## config.mk

```make
export PLATFORM = sky130hd
export DESIGN_NAME = addn_serial
export DESIGN_NICKNAME = d
export VERILOG_FILES = /design/src/rtl/addn_serial.sv
export SDC_FILE = /design/constraint.sdc
export NUM_CORES = 1
export LEC_CHECK = 0
export CAP_MARGIN = 0
export CORE_MARGIN = 1.5
export CORE_UTILIZATION = 40
export CTS_BUF_LIST = sky130_fd_sc_hd__clkbuf_8
export CTS_CLUSTER_DIAMETER = 100
export DETAILED_ROUTE_END_ITERATION = 8
export PLACE_DENSITY = 0.74
export SETUP_SLACK_MARGIN = 0.02
export SLEW_MARGIN = 15
export SYNTH_ARGS = -nofsm -noshare
export SYNTH_HDL_FRONTEND = slang
export SYNTH_SLANG_ARGS = --single-unit
```

## constraint.sdc

```tcl
create_clock -name clk -period 4.2 [get_ports clk]
set_input_delay 0.84 -clock clk [delete_from_list [all_inputs] [get_ports clk]]
set_output_delay 0.84 -clock clk [all_outputs]
set_load 0.01 [all_outputs]
```

## src/rtl/addn_serial.sv

```systemverilog
// Serial multi-operand adder: sums up to NOPS operands (optionally inverted) plus a frame carry-in.
// Optional feature macro: ADDN_SERIAL_EARLY_LAST_EN (honour in_last to end a frame early).
module addn_serial #(
  parameter  int WIDTH = 8,
  parameter  int NOPS  = 3,
  localparam int ACC_W = WIDTH + $clog2(NOPS) + 1,
  localparam int CNT_W = $clog2(NOPS + 1)
) (
  input  logic             clk,
  input  logic             rst_n,
  input  logic             in_valid,
  output logic             in_ready,
  input  logic [WIDTH-1:0] in_op,
  input  logic             in_inv,
  input  logic             in_cin,
  input  logic             in_last,
  output logic             out_valid,
  input  logic             out_ready,
  output logic [ACC_W-1:0] out_sum,
  output logic [CNT_W-1:0] out_nops,
  output logic [1:0]       dbg_state
);

  // Handshake: a beat moves on a rising edge with in_valid && in_ready, a result
  // with out_valid && out_ready; ready/valid are decoded from state only.
  typedef enum logic [1:0] {
    S_IDLE = 2'd0,
    S_ACC  = 2'd1,
    S_DONE = 2'd2
  } state_t;

  state_t           r_state;
  state_t           w_next_state;
  logic [ACC_W-1:0] r_acc;
  logic [CNT_W-1:0] r_cnt;

  logic             w_beat;
  logic             w_last;
  logic [ACC_W-1:0] w_opx;
  logic [CNT_W-1:0] w_cnt_next;

  assign w_beat     = in_valid && in_ready;
  assign w_opx      = {{(ACC_W-WIDTH){1'b0}}, (in_inv ? ~in_op : in_op)};
  assign w_cnt_next = (r_state == S_IDLE) ? CNT_W'(1) : r_cnt + CNT_W'(1);

`ifdef ADDN_SERIAL_EARLY_LAST_EN
  assign w_last = (w_cnt_next == CNT_W'(NOPS)) || in_last;
`else
  logic w_unused_last;
  assign w_unused_last = in_last;
  assign w_last        = (w_cnt_next == CNT_W'(NOPS));
`endif

  always_ff @(posedge clk or negedge rst_n) begin
    if (!rst_n) r_state <= S_IDLE;
    else        r_state <= w_next_state;
  end

  always_comb begin
    w_next_state = r_state;
    case (r_state)
      S_IDLE: if (w_beat) w_next_state = w_last ? S_DONE : S_ACC;
      S_ACC:  if (w_beat) w_next_state = w_last ? S_DONE : S_ACC;
      S_DONE: if (out_ready) w_next_state = S_IDLE;
      default: w_next_state = S_IDLE;
    endcase
  end

  always_comb begin
    in_ready  = (r_state != S_DONE);
    out_valid = (r_state == S_DONE);
    dbg_state = r_state;
  end

  // Carry-in only enters on the first beat; it fits in the spare top bits.
  always_ff @(posedge clk or negedge rst_n) begin
    if (!rst_n) begin
      r_acc <= '0;
      r_cnt <= '0;
    end else if (w_beat) begin
      r_acc <= (r_state == S_IDLE) ? (w_opx + ACC_W'(in_cin)) : (r_acc + w_opx);
      r_cnt <= w_cnt_next;
    end
  end

  assign out_sum  = r_acc;
  assign out_nops = r_cnt;

endmodule

```

==> results by group <==
Run status
  • Status: finished clean

Synth
  • Area contributors post-synth: dfrtp_1, ha_1, xor2_1
  • YS warnings: 0
  • Post-Syn Area: around 1400 um^2
  • Post-synth EDFFs: 0
  • Synth top cells by count: dfrtp_1, nand2_1, a21oi_1, ha_1, nor2_1
  • Synth Register Bits: 15
  • Post-synthesis adder-cell area fraction: 11.1%
  • Top_reg_cell synth: dfrtp_1
  • Post-synth top area cell: dfrtp_1
  • XOR/XNOR Fraction of Synth Area: 9.28%
  • Mux share of post-synthesis cell area: 3.71%
  • Synthesized Nets: 190
  • Count leader, synth: dfrtp_1
  • Unique masters post-synth: 52
  • Area fraction in compound gates after synthesis: 25.6%
  • Post-Synthesis Cells: 163
  • Mean Syn Cell Area: 8.68 um^2
  • Largest family of logic cells by synthesized area: compound AO/OA/AOI/OAI gates
  • Post-synthesis sequential area ratio: 26.5%
  • FFs w/ async S/R, synth: 100%
  • Post-Synth Simple-Gate Area: between 20% and 30%
  • Yosys top cell area share: roughly a quarter

Drt
  • DR iter-0 viols: 59
  • DR vias/cell: 5.68
  • First-pass DRT Iterations: 4
  • Post-DRT Antenna Nets: 0
  • DRT Wirelength: 3620 um
  • DRC: 0
  • DR WL/cell: 15.2 um
  • DR vias: 1351

Clocking
  • Clock transition at the registers of the reported paths: 0.07 ns
  • Clock Path Buffers: 2
  • CTS Sinks: 15
  • Num CTS Buffers: 3
  • Root Driver: clkbuf_8
  • Post-CTS setup buffers: 0
  • CTS tree: done
  • # hold bufs at CTS: 0
  • Clock Latency Late Sink: 0.26 ns
  • Number of gates resized after CTS: 0
  • H-tree depth: 1

Global routing
  • Gr ovfl total: 0
  • Vias in the first global route: 1268
  • First-pass GRT wire length: approximately 6000 um
  • Largest net degree at the start of global routing: 25
  • Initial antenna violation count: 0
  • GRT Util Overall: 19.1%

Die
  • DIE HEIGHT: roughly 62 um
  • Row Count: 21
  • # IOs: 32
  • CORE AREA: around 3400 um^2
  • Die span in x: 62.5 um
  • Initial core utilization: a little over two fifths
  • Die area: 3900 um^2

Timing
  • Worst slew margin: a little over two fifths
  • Final setup fails: 0
  • Slew Limit Fails: 0
  • Clock skew: 0.000605 ns
  • Clock period minus worst slack: approximately 3.4 ns
  • Worst-margin pin slew: 0.851 ns
  • Fmax: 295 MHz
  • Worst-case hold slack: 0.531 ns
  • Post-Route Setup TNS: 0 ns
  • Setup WS post-layout: approximately 0.8 ns
  • RSZ-0062 raised after global routing: no
  • Final period util: 80.7%
  • Final Hold Viols: 0

Setup path
  • Arrival time at the worst endpoint: 3.55 ns
  • Crit end category: flip-flop
  • Startpoint types: input pin
  • Crit path required time: 4.36 ns
  • Crit-path max FO: 10
  • WS Path Type: in2reg

Final layout
  • Design area: 1800 um^2
  • Share of post-route cells with drive strength above 1: 4.69%
  • Diode count: 0
  • Final #Nets: 220
  • Layout area overhead: 27.1%

Placement
  • Hpwl dp: about 2700 um
  • Worst slack, placed: 0.549 ns
  • Port buffer count: 30
  • RD Place Congestion: approximately 0.89
  • DP Area: around 1800 um^2

Worst hold path
  • Min-Delay Path Class: reg2reg

Power
  • Pwr Density: 650 nW/um^2
  • Peak supply drop: 0.000374 V
  • P_leak: 0.744 nW

Flow run
  • Max-cap check violation count: 0
==> layout make-up <==
type | count | area [um^2]
Timing Repair Buffer | 31 | 308
Fill cell | 323 | 1560
Clock buffer | 3 | 41.3
Sequential cell | 15 | 375
Inverter | 5 | 18.8
Multi-Input combinational cell | 137 | 993
Clock inverter | 1 | 5.00
Tap cell | 46 | 57.6
==> sequential cells by signal, summed over array words and instances, names as in the netlist <==
signal	count
dbg_state	2
out_nops	2
out_sum	11
==> cell families (layout without fill, tap and decap cells) <==
kind of cell / Yosys count / count (layout)
AND/OR/NAND/NOR: 54 / 54
AO/OA/AOI/OAI: 52 / 52
XOR/XNOR: 15 / 15
flip-flops: 15 / 15
adder cells (fa/ha/maj): 12 / 12
buffers and inverters: 11 / 40
multiplexers: 4 / 4
==> path summary, 6_finish.rpt <==
check | to | from | slack, ns | cells after the start
min in group asynchronous | out_sum[4] | rst_n | 1.02 | 1
max in group asynchronous | out_sum[0] | rst_n | 2.72 | 1
hold reg to reg | out_sum[0] | out_sum[0] | 0.53 | 2
hold / removal | out_sum[0] | out_sum[0] | 0.53 | 2
setup reg to reg | out_sum[10] | out_sum[0] | 1.88 | 7
setup / recovery | out_sum[10] | in_inv | 0.81 | 9
==> placed cells by master, fill, tap and decap left out, types with 2 or more instances in the layout <==
master and count:
clkdlybuf4s50_1 30, dfrtp_1 15, nand2_1 14, a21oi_1 11
ha_1 11, nor2_1 10, xor2_1 8, o21ai_1 8
xnor2_1 7, nor3_1 7, inv_1 5, o21ai_0 4
nand2b_1 3, a21o_1 3, a211oi_1 3, nand3_1 3
mux2i_1 3, clkbuf_8 3, o211a_1 2, nor4_1 2
a221o_1 2, o21bai_1 2, o31ai_1 2, and2_1 2
nand4b_1 2, a22oi_1 2, or3_1 2
==> layer usage <==
metal,vias up,share of wire (%),global-route usage [%]
li1,673,-,-
met3,4,4.3,4.32
met1,635,47,24.7
met5,-,0,0
met4,0,0.47,3.89
met2,39,48,32.5
==> power breakdown <==
| part | leakage, nW | internal [mW] | switching (mW) |
|---|---|---|---|
| registers | 0.180 | 0.216 | 0.0851 |
| logic | 0.539 | 0.373 | 0.370 |
| clock network | 0.0255 | 0.0660 | 0.0590 |
==> metrics by stage <==
stage                     util, %  total power [mW]  cells
after global placement       52.1              1.01    234
after detailed placement     52.1              1.04    234
after CTS                    53.5              1.17    238
after global routing         53.5              1.26    238
after floorplan                 -             0.768    163
final                        53.5              1.17    238
==> worst max-delay path, stage by stage <==
cell and delay, ns:
clkdlybuf4s50_1 0.62, xor2_1 0.27, ha_1 0.23, fa_1 0.44
a211oi_1 0.44, nor3_1 0.15, o31ai_1 0.33, nand3_1 0.12
o311ai_1 0.10
No activity file was read; power rests on OpenSTA's default activity.
==> RTL edit 1, RTL diff (config.mk and constraints unchanged) <==
The option `ADDN_SERIAL_EARLY_LAST_EN` is turned on by a define.
--- a/src/rtl/addn_serial.sv
+++ b/src/rtl/addn_serial.sv
@@ -1,5 +1,7 @@
 // Serial multi-operand adder: sums up to NOPS operands (optionally inverted) plus a frame carry-in.
 // Optional feature macro: ADDN_SERIAL_EARLY_LAST_EN (honour in_last to end a frame early).
+`define ADDN_SERIAL_EARLY_LAST_EN
+
 module addn_serial #(
   parameter  int WIDTH = 8,
   parameter  int NOPS  = 3,
Behaviour: not the same (a bounded check fails within 4 cycles, from zero or initial values and one cycle with rst_n low).
==> RTL edit 1 against the unedited design <==
  * Register-to-register slack is essentially flat
  * Highest routed layer unchanged
  * Power is 14% lower
  * Wire length fell by 11%
  * Worst setup slack better by 0.12 ns
  * Worst hold slack improved by 0.011 ns
  * Final area is 4.4% lower
  * Sequential power decreased by 7.6%
  * Area after synthesis shrank 5.2%
  * Sequential cell count stayed put
  * Largest cell class unchanged
==> RTL edit 1: results (changes against the unedited design) <==
- Status: complete, no violations
- Routability cong.: 0.8892 (-0.64%)
- Pleak: 0.7403 nW (-0.50%)
- Buffer count from post-CTS setup fixing: 0 (unchanged)
- Worst Clk Skew: 0.004292 ns (+0.003687 ns)
- Hold Startpoint: out_sum[0]$_DFFE_PN0P_
- Top delay family on crit path: compound AO/OA/AOI/OAI gates
- I/O Buffers: 31 (+3.3%)
- Critical path peak fanout: 5 (-5)
- Worst R2R Start: out_sum[0]$_DFFE_PN0P_
- CP max-delay cell: clkdlybuf4s50_1
- Seq/Total Area, Yosys: 27.99% (+1.5 points)
- Min Hold Slack: 0.5426 ns (+0.01132 ns)
- HPWL after detailed placement: 2556 um (-5.8%)
- Post-synth cell types: 47 (-9.6%)
- Max-slew headroom: 52.27% (+9.2 points)
- HP Class: flop to flop
- Worst R2R Path Depth: 7 (unchanged)
- Avg Vias per Cell: 5.475 (-3.5%)
- Largest stage delay on the critical path: 0.54 ns (-0.08 ns)
- First-pass GRT wire length: 5464 um (-11%)
- WP data arrival: 3.40 ns (-0.15 ns)
- Worst skew pair latency: 0.25 ns
- Largest net degree at the start of global routing: 16 (-36%)
- First-pass DRT Iterations: 4 (unchanged)
- Fraction of layout cells with a size suffix above 1: 7.910% (+3.2 points)
- GRT Util Overall: 19.58% (+0.52 points)
- Yosys warning total: 0 (unchanged)
- Most frequent cells after synthesis: dfrtp_1 (15), nand2_1 (12), xor2_1 (12), ha_1 (11), o21ai_0 (9)
- DP Worst Slack: 0.6749 ns (+0.1257 ns)
- R2R setup slack: 1.88 ns (about the same)
- Total CTS buffers: 3 (unchanged)
- Htree depth: 1 (unchanged)
- WL per Instance: 14.66 um (-3.7%)
- Worst vdd ir: 371.8 uV (-0.48%)
- First DRT Iteration DRCs: 28 (-53%)
- Synth area leaders: dfrtp_1 (28%), ha_1 (10%), xor2_1 (7.8%), o21ai_0 (3.4%), a21o_1 (3.4%)
- Final period utilization: 77.84% (-2.9 points)
- Net Count, Synth: 174 (-8.4%)
- Fraction of registers with async set/reset: 100.0% (unchanged)
- Nets@finish: 205 (-6.8%)
- Number of global-route vias before repair: 1184 (-6.6%)
- Longest Clk Path Bufs: 2 (unchanged)
- Hold Path Depth: 2 (unchanged)
==> RTL edit 1: worst max-delay path by stage <==
stage	slack, ns	to	start	cells past startpoint
2_1_floorplan	1.35	out_sum[8]$_DFFE_PN0P_	in_inv	9
3_3_place_gp	0.76	out_sum[10]$_DFFE_PN0P_	in_inv	9
3_5_place_dp	0.67	out_sum[10]$_DFFE_PN0P_	in_inv	9
4_1_cts	0.93	out_sum[10]$_DFFE_PN0P_	in_inv	9
5_1_grt	0.71	out_sum[10]$_DFFE_PN0P_	in_inv	9
6_report	0.93	out_sum[10]$_DFFE_PN0P_	in_inv	9
==> RTL edit 1: cell type report <==
type / instances / area, um^2
clock buffers: 3 / 41.29
clock inverters: 1 / 5.005
repair buffers: 32 / 317.8
fillers: 292 / 1408
well taps: 44 / 55.05
flip-flops and latches: 15 / 375.4
multi-input cells: 122 / 910.9
inverters: 4 / 15.01
==> RTL edit 1: where the power goes <==
| group | leakage, nW | total [mW] | internal (mW) | switching, mW |
|---|---|---|---|---|
| sequential | 0.185 | 0.278 | 0.205 | 0.0732 |
| combinational | 0.529 | 0.609 | 0.310 | 0.299 |
| clock | 0.0255 | 0.117 | 0.0657 | 0.0510 |
| total | 0.740 | 1.00 | 0.581 | 0.423 |
==> RTL edit 1: metal layers <==
layer	vias to the layer above	global-route usage (%)	wire (um)
met1	571	26.37	1457
met4	0	5.901	39
met2	34	30.88	1587
met5	-	0	0
met3	4	5.117	156
li1	601	-	-
==> RTL edit 1: per-stage QoR <==
stage / utilization (%) / instances / cell area (um^2)
after floorplan: - / 147 / 1341
after global placement: 53.52 / 217 / 1674
after detailed placement: 53.52 / 217 / 1674
after CTS: 55.00 / 221 / 1720
after global routing: 55.00 / 221 / 1720
final: 55.00 / 221 / 1720
==> RTL edit 1: logic make-up after synthesis <==
group                      share of synthesized area (%)
AOI/OAI and AO/OA                                  25.56
and+or+nand+nor                                    16.51
xor gates and xnor gates                           11.10
DFF                                                27.99
adders and majority gates                          11.75
buffers and inverters                              4.104
muxes                                              2.985
==> RTL edit 1: tightest hold or removal path: stages (launching register included) <==
cell	delay, ns
dfrtp_1	0.38
nand2_1	0.05
o21ai_0	0.07
==> RTL edit 2, RTL diff (same flow settings) <==
Made on the original files. Put a register stage on the output `dbg_state`, without a reset. The value now appears one clock later. The other outputs are not delayed to match.
--- a/src/rtl/addn_serial.sv
+++ b/src/rtl/addn_serial.sv
@@ -28,6 +28,8 @@
     S_ACC  = 2'd1,
     S_DONE = 2'd2
   } state_t;
+
+  logic [1:0] dbg_state_d;
 
   state_t           r_state;
   state_t           w_next_state;
@@ -69,7 +71,7 @@
   always_comb begin
     in_ready  = (r_state != S_DONE);
     out_valid = (r_state == S_DONE);
-    dbg_state = r_state;
+    dbg_state_d = r_state;
   end
 
   // Carry-in only enters on the first beat; it fits in the spare top bits.
@@ -86,5 +88,9 @@
   assign out_sum  = r_acc;
   assign out_nops = r_cnt;
 
+  always_ff @(posedge clk) begin
+    dbg_state <= dbg_state_d;
+  end
+
 endmodule
 
Function: changed (a bounded check fails within 4 cycles, from zero or initial values and one cycle with rst_n low).
==> RTL edit 2 against the unedited design <==
  * Sequential cell count increased by 2
  * Final cell count is 3.4% lower
  * Wire length down 8.5%
  * First-iteration DRC count increased by 12%
  * Final area down 0.90%
  * Worst setup slack improved by 0.13 ns
  * Power fell by 3.0%
  * Area after synthesis shrank 0.97%
==> RTL edit 2: results (changes against the unedited design) <==
- Status: complete, no violations
- PostCTS Resize Cnt: 0 (unchanged)
- Net Count, Synth: 182 (-4.2%)
- Vias: 1306 (-3.3%)
- HPWL after detailed placement: 2575 um (-5.1%)
- HP Class: flop to flop
- Fraction of registers with async set/reset: 88.24% (-12 points)
- Post-synth cell types: 48 (-7.7%)
- Most frequent cells after synthesis: nand2_1 (16), dfrtp_1 (15), a21oi_1 (13), ha_1 (11), xor2_1 (11)
- Fraction of layout cells with a size suffix above 1: 4.891% (+0.20 points)
- Nets@finish: 212 (-3.6%)
- Worst vdd ir: 230.3 uV (-38%)
- Yosys warning total: 0 (unchanged)
- Max-slew headroom: 51.53% (+8.5 points)
- Seq/Total Area, Yosys: 29.64% (+3.1 points)
- Buffer count from post-CTS setup fixing: 0 (unchanged)
- WP data arrival: 3.40 ns (-0.15 ns)
- I/O Buffers: 30 (unchanged)
- Initial antenna violation count: 0 (unchanged)
- Critical path peak fanout: 14 (+4)
- First DRT Iteration DRCs: 66 (+12%)
- Routability cong.: 0.8244 (-7.9%)
- First-pass DRT Iterations: 4 (unchanged)
- Diode count: 0 (unchanged)
- WL per Instance: 14.40 um (-5.3%)
- Worst skew pair latency: 0.26 ns (about the same)
- Fill count: 318 (-1.5%)
- CTS root buffer: clkbuf_8
- Longest Clk Path Bufs: 2 (unchanged)
- Pleak: 0.7538 nW (+1.3%)
- First-pass GRT wire length: 5499 um (-10%)
- Reg clk slew, reported paths: 0.07 ns (about the same)
- Htree depth: 1 (unchanged)
- Synth area leaders: dfrtp_1 (27%), ha_1 (9.8%), xor2_1 (6.9%), a21oi_1 (4.6%), xnor2_1 (4.4%)
- Number of flip-flops under the largest register name: 11 (unchanged)
- Worst Clk Skew: 0.005478 ns (+0.004873 ns)
- Design internal power: 658.2 uW (+0.44%)
- Total CTS buffers: 3 (unchanged)
- Largest net degree at the start of global routing: 18 (-28%)
- GRT Util Overall: 17.25% (-1.8 points)
RTL edit 2: changes by cell type after synthesis, sizes merged, moves of 4 or more:
cell    before  now
a21o         3    7
nor2        10    4
nor3         8    4
o211ai       0    5
o21ai       12    8
RTL edit 2: worst max-delay path, stage by stage:
cell and delay, ns:
clkdlybuf4s50_1 0.55, buf_4 0.23, xor2_1 0.34, ha_1 0.38
a211oi_2 0.26, nor3_1 0.11, o31ai_1 0.33, nor3_1 0.08
a211o_1 0.27
RTL edit 2: area by class of cell:
type / instances / share of cell area (%)
multi-input cells: 130 / 53.05
flip-flops and latches: 17 / 23.30
repair buffers: 31 / 17.26
well taps: 46 / 3.228
clock buffers: 3 / 2.316
clock inverters: 1 / 0.4211
inverters: 2 / 0.4211
RTL edit 2: cell families (layout without fill, tap and decap cells):
group	after synthesis	count (layout)	synth area share [%]
and+or+nand+nor	48	48	18.84
adders and majority gates	12	12	11.25
xor gates and xnor gates	18	18	11.25
muxes	2	2	1.429
buffers and inverters	8	37	2.857
AOI/OAI and AO/OA	50	50	24.73
DFF	17	17	29.64
RTL edit 2: power groups by stage:
stage               registers (mW)  clock network, mW  logic, mW
floorplan                    0.341                  0      0.413
CTS                          0.328              0.131      0.677
detailed placement           0.331                  0      0.676
finish                       0.329              0.128      0.677
global placement             0.326                  0      0.656
global route                 0.342              0.136      0.740
RTL edit 2: worst paths after layout:
kind	startpoint	to	slack, ns	depth (start not counted)
setup / recovery	in_inv	out_sum[8]$_DFFE_PN0P_	0.95	9
hold / removal	dbg_state_d[1]$_DFFE_PN0P_	dbg_state[1]$_DFF_P_	0.49	0
setup reg to reg	out_sum[0]$_DFFE_PN0P_	out_sum[8]$_DFFE_PN0P_	1.89	7
hold reg to reg	dbg_state_d[1]$_DFFE_PN0P_	dbg_state[1]$_DFF_P_	0.49	0
max in group asynchronous	rst_n	out_sum[6]$_DFFE_PN0P_	2.73	1
min in group asynchronous	rst_n	out_nops[1]$_DFFE_PN0P_	1.01	1
RTL edit 2: per-layer routing:
layer	track usage (%)	share of wire [%]	up-vias
li1	-	-	638
met1	20.75	43	621
met2	31.66	51	45
met3	1.812	5.0	2
met4	6.389	0.42	0
met5	0	0	-
RTL edit 2: through the flow:
| step | power [mW] | utilization (%) | setup WS [ns] | instance area, um^2 | std cells |
|---|---|---|---|---|---|
| floorplan | 0.7541 | - | 1.206 | 1401 | 155 |
| finish | 1.135 | 53.43 | 0.9454 | 1783 | 230 |
| global placement | 0.9828 | 51.97 | 0.7904 | 1734 | 226 |
| CTS | 1.137 | 53.43 | 0.9393 | 1783 | 230 |
| detailed placement | 1.007 | 51.97 | 0.6748 | 1734 | 226 |
| global route | 1.218 | 53.43 | 0.8185 | 1783 | 230 |
